## config.mk

```make
export PLATFORM = sky130hd
export DESIGN_NAME = score_display_scan
export DESIGN_NICKNAME = d
export VERILOG_FILES = /design/src/rtl/score_display_scan.sv
export SDC_FILE = /design/constraint.sdc
export NUM_CORES = 1
export LEC_CHECK = 0
export ABC_AREA = 1
export ABC_CLOCK_PERIOD_IN_PS = 2200
export CAP_MARGIN = 40
export CORE_ASPECT_RATIO = 0.8
export CORE_MARGIN = 3
export CORE_UTILIZATION = 35
export DETAILED_ROUTE_END_ITERATION = 10
export GPL_TIMING_DRIVEN = 0
export SLEW_MARGIN = 10
export SYNTH_ARGS = -nofsm -noshare
export SYNTH_HDL_FRONTEND = slang
export SYNTH_SLANG_ARGS = --single-unit
```

## constraint.sdc

```tcl
create_clock -name CLK -period 2.2 [get_ports CLK]
set_input_delay 0.22 -clock CLK [delete_from_list [all_inputs] [get_ports CLK]]
set_output_delay 0.22 -clock CLK [all_outputs]
set_load 0.02 [all_outputs]
```

## src/rtl/score_display_scan.sv

```systemverilog
// score_display_scan: converts an 8-bit binary value to three BCD digits with
// a sequential double-dabble engine and scans them onto a common-anode
// 4-digit seven-segment display (SEG/AN active-low, AN[3] unused).
// Optional build macro: LEADING_ZERO_BLANK_EN, which suppresses leading zeros
// on the hundreds and tens digits.
module score_display_scan #(
    parameter int SCAN_DIV = 50000
) (
    input  logic       CLK,
    input  logic       CLR,
    input  logic [7:0] VALUE,
    input  logic       BLANK,
    output logic [6:0] SEG,
    output logic [3:0] AN,
    output logic       BUSY
);
    localparam int TW = (SCAN_DIV > 1) ? $clog2(SCAN_DIV) : 1;

    typedef enum logic [1:0] {IDLE, SHIFT, UPDATE} state_t;

    state_t         state_q, state_d;
    logic [7:0]     last_q, last_d;
    logic [7:0]     shift_q, shift_d;
    logic [11:0]    work_q, work_d;
    logic [2:0]     bit_q, bit_d;
    logic [3:0]     d2_q, d2_d, d1_q, d1_d, d0_q, d0_d;
    logic           busy_q, busy_d;
    logic [TW-1:0]  tick_q, tick_d;
    logic [1:0]     sel_q, sel_d;
    logic [6:0]     seg_q, seg_d;
    logic [3:0]     an_q, an_d;

    // Add 3 to every BCD nibble that is 5 or more, ahead of the shift
    function automatic logic [11:0] dabble(input logic [11:0] w);
        logic [11:0] r;
        r = w;
        for (int i = 0; i < 3; i++)
            if (w[i*4 +: 4] >= 4'd5) r[i*4 +: 4] = w[i*4 +: 4] + 4'd3;
        return r;
    endfunction

    // Active-low {g..a}; anything above 9 cannot come out of the converter
    function automatic logic [6:0] decode(input logic [3:0] d);
        case (d)
            4'd0:    decode = 7'h40;
            4'd1:    decode = 7'h79;
            4'd2:    decode = 7'h24;
            4'd3:    decode = 7'h30;
            4'd4:    decode = 7'h19;
            4'd5:    decode = 7'h12;
            4'd6:    decode = 7'h02;
            4'd7:    decode = 7'h78;
            4'd8:    decode = 7'h00;
            4'd9:    decode = 7'h10;
            default: decode = 7'h7F;
        endcase
    endfunction

    // Converter next state: capture on change, 8 dabble/shift steps, publish
    always_comb begin
        state_d = state_q;
        last_d  = last_q;
        shift_d = shift_q;
        work_d  = work_q;
        bit_d   = bit_q;
        d2_d    = d2_q;
        d1_d    = d1_q;
        d0_d    = d0_q;
        case (state_q)
            IDLE: begin
                if (VALUE != last_q) begin
                    shift_d = VALUE;
                    last_d  = VALUE;
                    work_d  = '0;
                    bit_d   = '0;
                    state_d = SHIFT;
                end
            end
            SHIFT: begin
                {work_d, shift_d} = {dabble(work_q), shift_q} << 1;
                bit_d = bit_q + 3'd1;
                if (bit_q == 3'd7) state_d = UPDATE;
            end
            UPDATE: begin
                d2_d    = work_q[11:8];
                d1_d    = work_q[7:4];
                d0_d    = work_q[3:0];
                state_d = IDLE;
            end
            default: state_d = IDLE;
        endcase
        // Held one extra cycle past UPDATE so it drops only once the new
        // digits can already be on the segment register.
        busy_d = (state_d != IDLE) || (state_q == UPDATE);
    end

    // Scan timing and registered segment/anode drive
    always_comb begin
        logic [3:0] dig;
        logic [6:0] seg_raw;
        tick_d = tick_q + TW'(1);
        sel_d  = sel_q;
        if (tick_q == TW'(SCAN_DIV - 1)) begin
            tick_d = '0;
            sel_d  = (sel_q == 2'd2) ? 2'd0 : sel_q + 2'd1;
        end
        case (sel_q)
            2'd1:    dig = d1_q;
            2'd2:    dig = d2_q;
            default: dig = d0_q;
        endcase
        seg_raw = decode(dig);
`ifdef LEADING_ZERO_BLANK_EN
        if (sel_q == 2'd2 && d2_q == 4'd0) seg_raw = 7'h7F;
        if (sel_q == 2'd1 && d2_q == 4'd0 && d1_q == 4'd0) seg_raw = 7'h7F;
`endif
        case (sel_q)
            2'd1:    an_d = 4'b1101;
            2'd2:    an_d = 4'b1011;
            default: an_d = 4'b1110;
        endcase
        seg_d = seg_raw;
        if (BLANK) begin
            seg_d = 7'h7F;
            an_d  = 4'hF;
        end
    end

    // State registers; CLR abandons any conversion in flight
    always_ff @(posedge CLK) begin
        if (CLR) begin
            state_q <= IDLE;
            last_q  <= '0;
            shift_q <= '0;
            work_q  <= '0;
            bit_q   <= '0;
            d2_q    <= '0;
            d1_q    <= '0;
            d0_q    <= '0;
            busy_q  <= 1'b0;
            tick_q  <= '0;
            sel_q   <= '0;
            seg_q   <= 7'h7F;
            an_q    <= 4'hF;
        end else begin
            state_q <= state_d;
            last_q  <= last_d;
            shift_q <= shift_d;
            work_q  <= work_d;
            bit_q   <= bit_d;
            d2_q    <= d2_d;
            d1_q    <= d1_d;
            d0_q    <= d0_d;
            busy_q  <= busy_d;
            tick_q  <= tick_d;
            sel_q   <= sel_d;
            seg_q   <= seg_d;
            an_q    <= an_d;
        end
    end

    assign SEG  = seg_q;
    assign AN   = an_q;
    assign BUSY = busy_q;

endmodule

```

Yosys cells after proc, flatten, opt, wreduce, memory -nomap -nowiden
Memory sizes are Yosys's and may differ from the RTL's. A register that Yosys moved wholly into a read port is not among the register bits.
Index checks and enable logic that the tools add are counted.
{"block": "word_totals", "regBits": 68, "rom_bits": 112, "in_bits": 11, "out_inout_bits": 12, "n_memories": 1}
{"block": "op_classes", "n_addsub": 6, "n_lt_le_gt_ge": 3, "n_eq_ne": 8, "n_mux": 15, "reduce_logical": 8}
{"name": "(name not given)", "depth": 16, "width": 7, "read_ports": 1, "rd_clocked_by_memory_dff": 1, "wr": 0, "line": "44", "source": "case (d)"}
{"cell": "12-bit one-hot mux with 2 select lines", "count": 1}
{"cell": "16-bit by 1-bit adder with 16-bit output (second input constant)", "count": 1}
{"cell": "16-bit equality test (second input constant)", "count": 1}
{"cell": "8-bit one-hot mux with 2 select lines", "count": 1}
{"cell": "4-bit by 3-bit greater-or-equal comparator with 1-bit output (second input constant)", "count": 3}
{"cell": "12-bit two-way mux", "count": 1}
{"cell": "3-bit one-hot mux with 2 select lines", "count": 2}
{"cell": "4-bit by 2-bit adder with 4-bit output (second input constant)", "count": 2}
{"cell": "4-bit two-way mux", "count": 2}
{"cell": "8-bit two-way mux", "count": 1}
{"cell": "8-bit != test", "count": 1}
{"cell": "4-bit one-hot mux with 2 select lines", "count": 1}
{"cell": "2-bit two-way mux", "count": 3}
{"cell": "3-bit two-way mux", "count": 2}
{"cell": "2-bit by 1-bit equality test with 1-bit output (second input constant)", "count": 2}
{"cell": "2-bit equality test (second input constant)", "count": 2}
{"cell": "2-bit one-hot mux with 2 select lines", "count": 1}
{"cell": "2-bit AND reduction", "count": 2}
{"cell": "2-bit nonzero test", "count": 2}
{"cell": "2-bit OR reduction", "count": 2}
{"cell": "3-bit by 1-bit adder with 3-bit output (second input constant)", "count": 1}
{"cell": "3-bit by 2-bit adder with 3-bit output (second input constant)", "count": 1}
{"cell": "3-bit equality test (second input constant)", "count": 1}
{"cell": "2-bit by 1-bit adder with 2-bit output (second input constant)", "count": 1}
{"cell": "other kinds (3)", "count": 3}

Logic depth before layout (Yosys ltp)
{"block": "logic_depth", "word_depth": 5, "mapped_depth": 11, "ltp_nobuf": 11}

Worst setup path after synthesis
Ideal clock, no wire load.
{"block": "synth_timing", "kind": "flip-flop to flip-flop", "from": "register sel_q[0]", "to": "register seg_q[3], in the netlist SEG[3]", "setup_ns": 0.115, "arrival_time_ns": 2.092, "required_ns": 2.085, "path_slack_ns": -0.007, "path_stages_with_launch": 10, "n_path_buf": 1, "synth_period_minus_slack_ns": 2.207, "path_cell_list": "dfxtp_1 -> inv_1 -> ha_1 -> buf_4 -> o21ai_0 -> inv_1 -> ha_1 -> or2_2 -> nand3_1 -> nand2_1"}
{"block": "synth_via", "elab_chain_cells": 2, "elab_cells_between_ends": 3, "cone_classes": "eq/ne: 2; mux: 1"}
{"item": "from (decl)", "line": "29", "source": "logic [1:0] sel_q, sel_d;"}
{"item": "from (signal assigned)", "line": "156", "source": "sel_q <= sel_d;"}
{"item": "2-bit equality test / 2-bit by 1-bit equality test with 1-bit output (equally long branches)", "line": "107", "source": "case (sel_q)"}
{"item": "4-bit one-hot mux with 2 select lines *", "line": "107"}
{"item": "to (decl)", "line": "30", "source": "logic [6:0] seg_q, seg_d;"}
Every way passes the cells marked *; elsewhere a longest branch is shown, timed or not.
A chain may end at the register's enable or synchronous reset.

Worst setup path in the final report
{"block": "layout_timing", "from": "register sel_q[0]", "to": "register seg_q[0], in the netlist SEG[0]"}
Same word-level chain as after synthesis.

==> metrics <==
status=finished, final reports clean; mapped cell area=0.00349 mm2; pwr/cell area=711 mW/mm2; clock skew=0.00735 ns; htree depth=3; clk_lat worst skew=0.33 ns; max_cap viols=0; synthesized area per cell=7.56 um2; # clock sinks=74; global route overflow=0; Final nets=524; YS warnings=0; first-pass GRT wire length=12,500 um; dpl hpwl=5230 um; reg2reg path depth=10; Overall Global Routing Usage=0.138; total routed wirelength=7250 um; layout overhead on the synthesized area=19.0%; Fmax achieved=0.498 GHz; Rows=31; diodes inserted=0; P_leak=1.63 nW; final hold vios=0; Clock Root Buffer=clkbuf_16; Finished Core Util=0.443; die width=118 um; 1st-pass router iterations=5; Final min period=2.01 ns; crit path DAT=2.23 ns; vias in the first global route=2,636; via count=2,976; Fillers=986; number of synthesized register bits=74; DRC violations left=0; layout cells sized above 1=0.0960; Synth Net Count=491; cell depth of the worst hold path=2; CTS max path bufs=2; GP Congestion=0.778; Worst-path clk slew=0.06 ns; hold buffers post-CTS=0; final worst path period share=0.913; Worst Path Buf+Inv=3; Gate Count Post-Synth=462; drt via density=4.71; sequential-to-total area share from yosys stat=0.424; Detail Route Antenna Nets=0; CP Class=register to register; Yosys top cell area share=0.424; area of the core=0.00939 mm2; non-filler instance count after layout=632; worst slew pin tran=0.526 ns; Final Max Tran Viols=0; Slew Limit Headroom=0.649; peak fanout along the critical path=8; critical path depth in cells=10; Ports=23; prevailing post-synth register cell=dfxtp_1; Initial Util=0.372; Worst Setup End Kind=register; asr flop ratio synth=0; 1st-iter DRT viols=202; CTS tree=yes; largest stage delay on the critical path=0.35 ns; most frequent cells after synthesis=nand2_1, dfxtp_1, a21oi_1; Area contributors post-synth=dfxtp_1, nand2_1, a21oi_1, nand3_1, ha_1; Synth area leader=dfxtp_1; synth unique cells=34; crit path max-delay cell type=dfxtp_2; Die H=95.4 um; EDFF count, synth=0; CP cell instances=inv_1 > ha_1 > buf_4 > nand2_1 > o21a_1 > inv_1 > ha_1 > or2_2 > o211ai_1 > nand2_1; placed insts=614; RSZ-0062 raised after global routing=false; full die area=0.0112 mm2; # setup viols final=0; Worst EP required=2.42 ns; most common cell in the netlist=nand2_1; CTS Buf Count=9; HP Class=input pin to register; CP delay by family, top=adder cells; CP startpoint kind=register; PortBufs=20; Setup TNS=0 ns; drt wl/cell=11.5 um; maximum VDD drop=0.447 mV; antenna violations before repair=0; pin count of the biggest net entering global routing=12
[logic make-up (layout without fill, tap and decap cells)]
group | count (synthesis) | after routing | share of synthesized area
fa+ha+maj | 18 | 18 | 0.0645
other cells | 1 | 1 | 0.00107
compound gates | 95 | 95 | 0.142
flops | 74 | 74 | 0.424
xor+xnor | 11 | 11 | 0.0276
simple gates | 196 | 196 | 0.255
buf+inv | 67 | 105 | 0.0852
[layout make-up]
| type | instances | area, um2 | area share |
|---|---|---|---|
| inverter | 49 | 184 | 0.0442 |
| buffer | 18 | 114 | 0.0274 |
| sequential | 74 | 1480 | 0.357 |
| tap | 132 | 165 | 0.0397 |
| timing repair buffer | 22 | 215 | 0.0518 |
| clock inverter | 2 | 12.5 | 0.00301 |
| clock buffer | 14 | 254 | 0.0611 |
| multi-input combinational | 321 | 1730 | 0.416 |
[final timing paths]
| kind | from | to | slack [ns] |
|---|---|---|---|
| max | sel_q[0] | SEG[0] | 0.19 |
| min | CLR | bit_q[2] | 0.24 |
| max reg2reg | sel_q[0] | SEG[0] | 0.19 |
| min reg2reg | tick_q[0] | tick_q[0] | 0.45 |
[timing repair]
action	CTS	global route
pin swaps	0	0
gates resized for setup	1	3
endpoints found under the setup margin	1	1
endpoints found under the hold margin	0	0
setup buffers	0	2
[placed cells by master (no fill, tap or decap), types with 2 or more instances in the layout]
master           instances
a21oi_1                 54
buf_2                    4
buf_4                    4
buf_6                    3
clkbuf_1                12
clkbuf_16                9
clkdlybuf4s50_1         20
dfxtp_1                 73
ha_1                    18
inv_1                   45
inv_2                    4
nand2_1                 93
nand2_2                  2
nand2_4                  2
nand3_1                 48
nand3_2                  3
nand4_1                  4
nor2_1                  23
nor2_2                   6
nor3_1                   4
nor3b_1                  3
nor4_1                   2
o211ai_1                 2
o21a_1                   2
o21ai_0                 32
or2_0                    2
or2_2                    3
xnor2_1                  5
xor2_1                   6
[worst register-to-register path: cells and delay by family, from the launching register on]
| family | cells | cell delay (ns) |
|---|---|---|
| AND/OR/NAND/NOR | 3 | 0.43 |
| buffers and inverters | 3 | 0.34 |
| flip-flops | 1 | 0.35 |
| adder cells (fa/ha/maj) | 2 | 0.47 |
| AO/OA/AOI/OAI | 2 | 0.30 |
[per-stage QoR]
| stage | setup WS [ns] | area [um2] | hold WS (ns) | power [W] |
|---|---|---|---|---|
| floorplan | 0.149 | 3490 | 0.353 | 0.00159 |
| global placement | -0.0172 | 3860 | 0.431 | 0.00167 |
| detailed placement | -0.0890 | 3860 | 0.449 | 0.00167 |
| CTS | 0.0464 | 4130 | 0.239 | 0.00300 |
| global route | 0.0312 | 4160 | 0.282 | 0.00310 |
| finish | 0.191 | 4160 | 0.236 | 0.00296 |
[power breakdown]
part	internal [W]	switching (W)	total, W
logic	0.0000956	0.000143	0.000239
clock network	0.000793	0.000525	0.00132
registers	0.00138	0.0000203	0.00140
total	0.00227	0.000688	0.00296
[routing by layer]
metal | share of wire | GRT usage | vias to the layer above
li1 | - | - | 1576
met1 | 0.51 | 0.188 | 1363
met2 | 0.44 | 0.210 | 33
met3 | 0.037 | 0.0498 | 4
met4 | 0.0059 | 0.0351 | 0
met5 | 0 | 0 | -
[sequential cells by signal, summed over array words and instances (netlist names)]
name,count
d0_q,4
d2_q,4
last_q,8
d1_q,4
state_q,2
AN,3
work_q,12
shift_q,8
bit_q,3
tick_q,16
SEG,7
BUSY,1
sel_q,2
No activity file was read; power rests on OpenSTA's default activity.
==> variant 1 (config.mk and constraints unchanged) <==
`SCAN_DIV`: 50000 -> 25000.
--- a/src/rtl/score_display_scan.sv
+++ b/src/rtl/score_display_scan.sv
@@ -5,5 +5,5 @@
 // on the hundreds and tens digits.
 module score_display_scan #(
-    parameter int SCAN_DIV = 50000
+    parameter int SCAN_DIV = 25000
 ) (
     input  logic       CLK,
Formal check against the unedited RTL: no difference found for any inputs over 10 cycles, from zero or initial values; that may be too few to reach the edited logic, so the function may still have changed.
==> variant 1 against the original RTL <==
- core utilization down 0.71 points
- routed wire length grew 1.5%
- die area rose by 2.1%
- sequential cell count shrank 1
- worst setup slack better by 0.0093 ns
- non-clock buffer count decreased by 3
- critical endpoint is now SEG[3]
- via count is 1.3% higher
- total power rose by 6.4%
- area after synthesis increased by 2.3%
- critical path type unchanged
- clock skew down 0.00078 ns
- design area increased by 2.8%
==> variant 1: results (changes against the original RTL) <==
The run finished with clean final reports. The number of cells in the finished layout apart from fillers came to 631 (-0.16%). The first-pass iteration count of the detailed router was 4 (-1).

The number of flip-flops in the largest register is 15 (-1). The largest fanout of any net on the critical path came to 6 (-2). The first-pass GRT wire length is 12.5 mm (about the same). The count of different cell masters after synthesis came out at 35 (+2.9%).

The worst clock skew is 0.00657 ns (-0.000782 ns). The count of routing violations after the opening detailed-route iteration is 176 (-13%). The share of final-layout standard cells stronger than drive strength 1 is 0.145 (+0.0495).

In this run the critical register-to-register path is captured at SEG[3]. The slowest stage of the critical path belongs to the cell dfxtp_1. After synthesis, the most frequently instantiated cells are nand2_1 (94), dfxtp_1 (73), inv_1 (47).

The largest net degree at the start of global routing came out at 13 (+1). The relative slew slack is 0.565 (-0.0844). The weighted congestion at the end of routability-driven global placement came out at 0.824 (+5.9%). The minimum hold slack was 0.239 ns (+0.00370 ns). The cell family contributing the most delay on the critical path is simple AND/OR/NAND/NOR gates. The net count of the mapped netlist was 488 (-0.61%). The worst slack at placement came out at -0.259 ns (-0.170 ns). The via count of the first global-routing pass came out at 2768 (+5.0%). The number of cells after detailed placement came out at 615 (+0.16%). The total number of vias came to 3016 (+1.3%). The cell leakage power is 0.00165 µW (+1.7%). After synthesis, the cell types taking the most area are dfxtp_1 (41%), nand2_1 (9.9%), a21oi_1 (6.3%). The HPWL after detailed placement is 5.49 mm (+5.0%). The largest registers in the layout are tick_q (15), work_q (12). The signal arrival time at the worst endpoint is 2.21 ns (-0.02 ns). The number of nets in the final layout is 519 (-0.95%). The overall routing resource usage is 0.133 (-0.00484).
-- variant 1: cell count changes after synthesis, sizes merged, moves of 2 or more --
cell    before  now
a21oi       54   56
nand2       97   99
nand3       51   47
nand4        4    8
nor3         4    7
nor4         2    0
o211ai       2    0
o21a         3    1
or2          5    3
xor2         6    4
-- variant 1: report_power, final --
group / internal (µW) / total, µW / switching, µW
clock network: 968 / 1510 / 546
registers: 1360 / 1380 / 22.5
logic: 95.2 / 248 / 152
total: 2430 / 3150 / 721
-- variant 1: final cells by class --
| type | instances | area (µm²) |
|---|---|---|
| clock buffer | 12 | 267 |
| sequential | 73 | 1460 |
| fill | 976 | 5530 |
| timing repair buffer | 20 | 200 |
| buffer | 17 | 98.8 |
| multi-input combinational | 320 | 1840 |
| tap | 136 | 170 |
| inverter | 49 | 184 |
| clock inverter | 4 | 50.0 |
-- variant 1: cells by family (layout without fill, tap and decap cells) --
| kind of cell | after synthesis | after routing | synth area share |
|---|---|---|---|
| AOI/OAI and AO/OA | 95 | 95 | 0.149 |
| DFF | 73 | 73 | 0.409 |
| xor gates and xnor gates | 9 | 9 | 0.0221 |
| other | 1 | 1 | 0.00105 |
| adders and majority gates | 18 | 18 | 0.0630 |
| buffers and inverters | 66 | 102 | 0.0792 |
| and+or+nand+nor | 197 | 197 | 0.277 |
-- variant 1: repair_timing --
action                                  4_1_cts  5_1_grt
buffers inserted                              0        0
hold endpoints to repair                      0        0
endpoints found under the setup margin        5        1
hold buffers                                  0        0
resized for setup                             2        2
-- variant 1: per-layer routing --
metal	up-vias	global-route usage	share of wire
li1	1571	-	-
met1	1386	0.177	0.49
met2	55	0.213	0.46
met3	4	0.0394	0.049
met4	0	0.0376	0.0052
met5	-	0	0
-- variant 1: through the flow --
step / TNS, ns / area (µm²)
2_1_floorplan: 0 / 3570
3_3_place_gp: -0.132 / 3940
3_5_place_dp: -0.622 / 3940
4_1_cts: 0 / 4260
5_1_grt: 0 / 4280
6_report: 0 / 4280
-- variant 1: how the worst max path moves through the flow --
stage	startpoint	to	slack, ns	cells past startpoint
5_1_grt	sel_q[0]	SEG[3]	0.02	10
3_3_place_gp	sel_q[0]	SEG[3]	-0.12	8
4_1_cts	sel_q[0]	SEG[3]	0.09	8
2_1_floorplan	sel_q[0]	SEG[3]	0.06	8
3_5_place_dp	sel_q[0]	SEG[3]	-0.26	8
6_report	sel_q[0]	SEG[3]	0.20	10
==> variant 2 (config.mk and constraints unchanged) <==
Made on the original files. Register the output `SEG` once more, without a reset; this adds one clock of latency there. The other outputs are not delayed to match.
--- a/src/rtl/score_display_scan.sv
+++ b/src/rtl/score_display_scan.sv
@@ -160,5 +160,7 @@
     end
 
-    assign SEG  = seg_q;
+    always_ff @(posedge CLK) begin
+        SEG <= seg_q;
+    end
     assign AN   = an_q;
     assign BUSY = busy_q;
Function: changed (Yosys sat finds a counterexample within 4 cycles, from zero or initial values).
==> variant 2 against the original RTL <==
- critical endpoint is now seg_q[3]
- design area is 4.5% higher
- count of clock-buffer cells in the layout fell by 5
- sequential power increased by 10%
- sequential cell count rose by 7
- total power rose by 11%
- area after synthesis rose by 4.8%
- highest routed layer unchanged
- routed wire length rose by 4.2%
- worst setup slack got worse by 0.029 ns
==> variant 2: results (changes against the original RTL) <==
The run finished with clean final reports. The peak per-stage delay on the critical path is 0.40 ns (+0.05 ns). The total number of vias came out at 3047 (+2.4%). The net count of the mapped netlist came out at 503 (+2.4%). The slack of the critical path came out at 0.161 ns (-0.0291 ns). The number of fillers in the final layout is 1027 (+4.2%).

The aggregate negative setup slack came to 0 ns (unchanged). The first-pass GRT wire length is 13.0 mm (+4.0%). The power consumed by sequential cells is 1540 µW (+10%). The number of cells after detailed placement is 630 (+2.6%). The number of inserted diodes came out at 0 (unchanged). The routed wire length is 7.56 mm (+4.2%). The met3 wire length is 258 µm (-3.7%). The weighted congestion at the end of routability-driven global placement came out at 0.819 (+5.2%). The largest fanout of any net on the critical path is 7 (-1). The count of routing violations after the opening detailed-route iteration is 207 (+2.5%). The via count of the first global-routing pass came out at 2782 (+5.5%). The clock transition time at the flip-flop clock pins of the worst setup and hold paths came out at 0.06 ns (about the same). The endpoint identified for the worst register-to-register timing path is seg_q[3]. The number of cells in the finished layout apart from fillers is 646 (+2.2%).

The worst slack at placement is -0.186 ns (-0.0966 ns). The count of different cell masters after synthesis is 38 (+12%). The total net switching power is 792 µW (+15%). The number of input and output port buffers inserted is 20 (unchanged).

The highest ir drop seen on vdd came to 338 µV (-24%). The number of cells produced by synthesis came out at 474 (+2.6%). The minimum hold slack is 0.249 ns (+0.0130 ns). The met3 track demand over resource was 0.0407 (-0.00908). The met1 capacity usage during global routing is 0.185 (-0.00248). The net switching share of the total power is 0.241 (+0.00830). The area of placed instances came out at 4030 µm² (+4.5%).

The met2 track utilization from global routing came out at 0.199 (-0.0111). The HPWL after detailed placement came out at 5.50 mm (+5.2%). In the post-synthesis netlist, the biggest area contributors are dfxtp_1 (44%), nand2_1 (9.4%), a21oi_1 (7.4%). The cell sitting at the root of the clock tree is a clkbuf_16. The number of nets in the final layout came out at 534 (+1.9%). The first-pass iteration count of the detailed router came out at 6 (+1). The largest net degree at the start of global routing came to 16 (+4). The sequential fraction of the synthesis area is 0.443 (+0.0187). The total combinational power came out at 232 µW (-3%).

The flip-flop cell with the highest count after synthesis is dfxtp_1. For this design, the slowest cell found on the critical path is ha_2. For hold timing, the worst endpoint is bit_q[1]. The cell leakage power came to 0.00168 µW (+3.3%). The share of final-layout standard cells stronger than drive strength 1 is 0.0902 (-0.00580). The maximum level of the CTS H-tree is 3 (unchanged). The worst reg2reg path depth came out at 9 (-1). The overall routing resource usage was 0.133 (-0.00519). The relative slew slack is 0.533 (-0.116). The worst clock skew is 0.00891 ns (+0.00156 ns). The signal arrival time at the worst endpoint is 2.26 ns (+0.03 ns). The type of the most critical hold path is in2reg. Following the worst setup path forward leads to its endpoint at seg_q[3].

Ranked by instance count, the synthesized netlist is headed by nand2_1 (92), dfxtp_1 (81), a21oi_1 (54). The amount of wire on met2 after detailed routing came out at 3.31 mm (+2.6%). The routed metal-1 wire length is 3.92 mm (+5.7%).
variant 2: cell type report:
type / instances / area [µm²] / share of cell area
Multi-Input combinational cell: 325 / 1770 / 0.407
Timing Repair Buffer: 20 / 200 / 0.0461
Sequential cell: 81 / 1620 / 0.373
Inverter: 51 / 191 / 0.0441
Clock inverter: 7 / 78.8 / 0.0182
Clock buffer: 9 / 225 / 0.0519
Buffer: 17 / 88.8 / 0.0205
Tap cell: 136 / 170 / 0.0392
variant 2: cells by family (layout without fill, tap and decap cells):
logic type	Yosys count	count (layout)	synth area share
other	1	1	0.00102
buffers and inverters	68	104	0.0765
adders and majority gates	18	18	0.0615
AOI/OAI and AO/OA	96	96	0.136
xor gates and xnor gates	12	12	0.0287
and+or+nand+nor	198	198	0.253
DFF	81	81	0.443
variant 2: repair_timing:
action                                  CTS  global route
gates resized for setup                   2             2
endpoints found under the setup margin    4             7
endpoints found under the hold margin     0             0
pin swaps                                 0             0
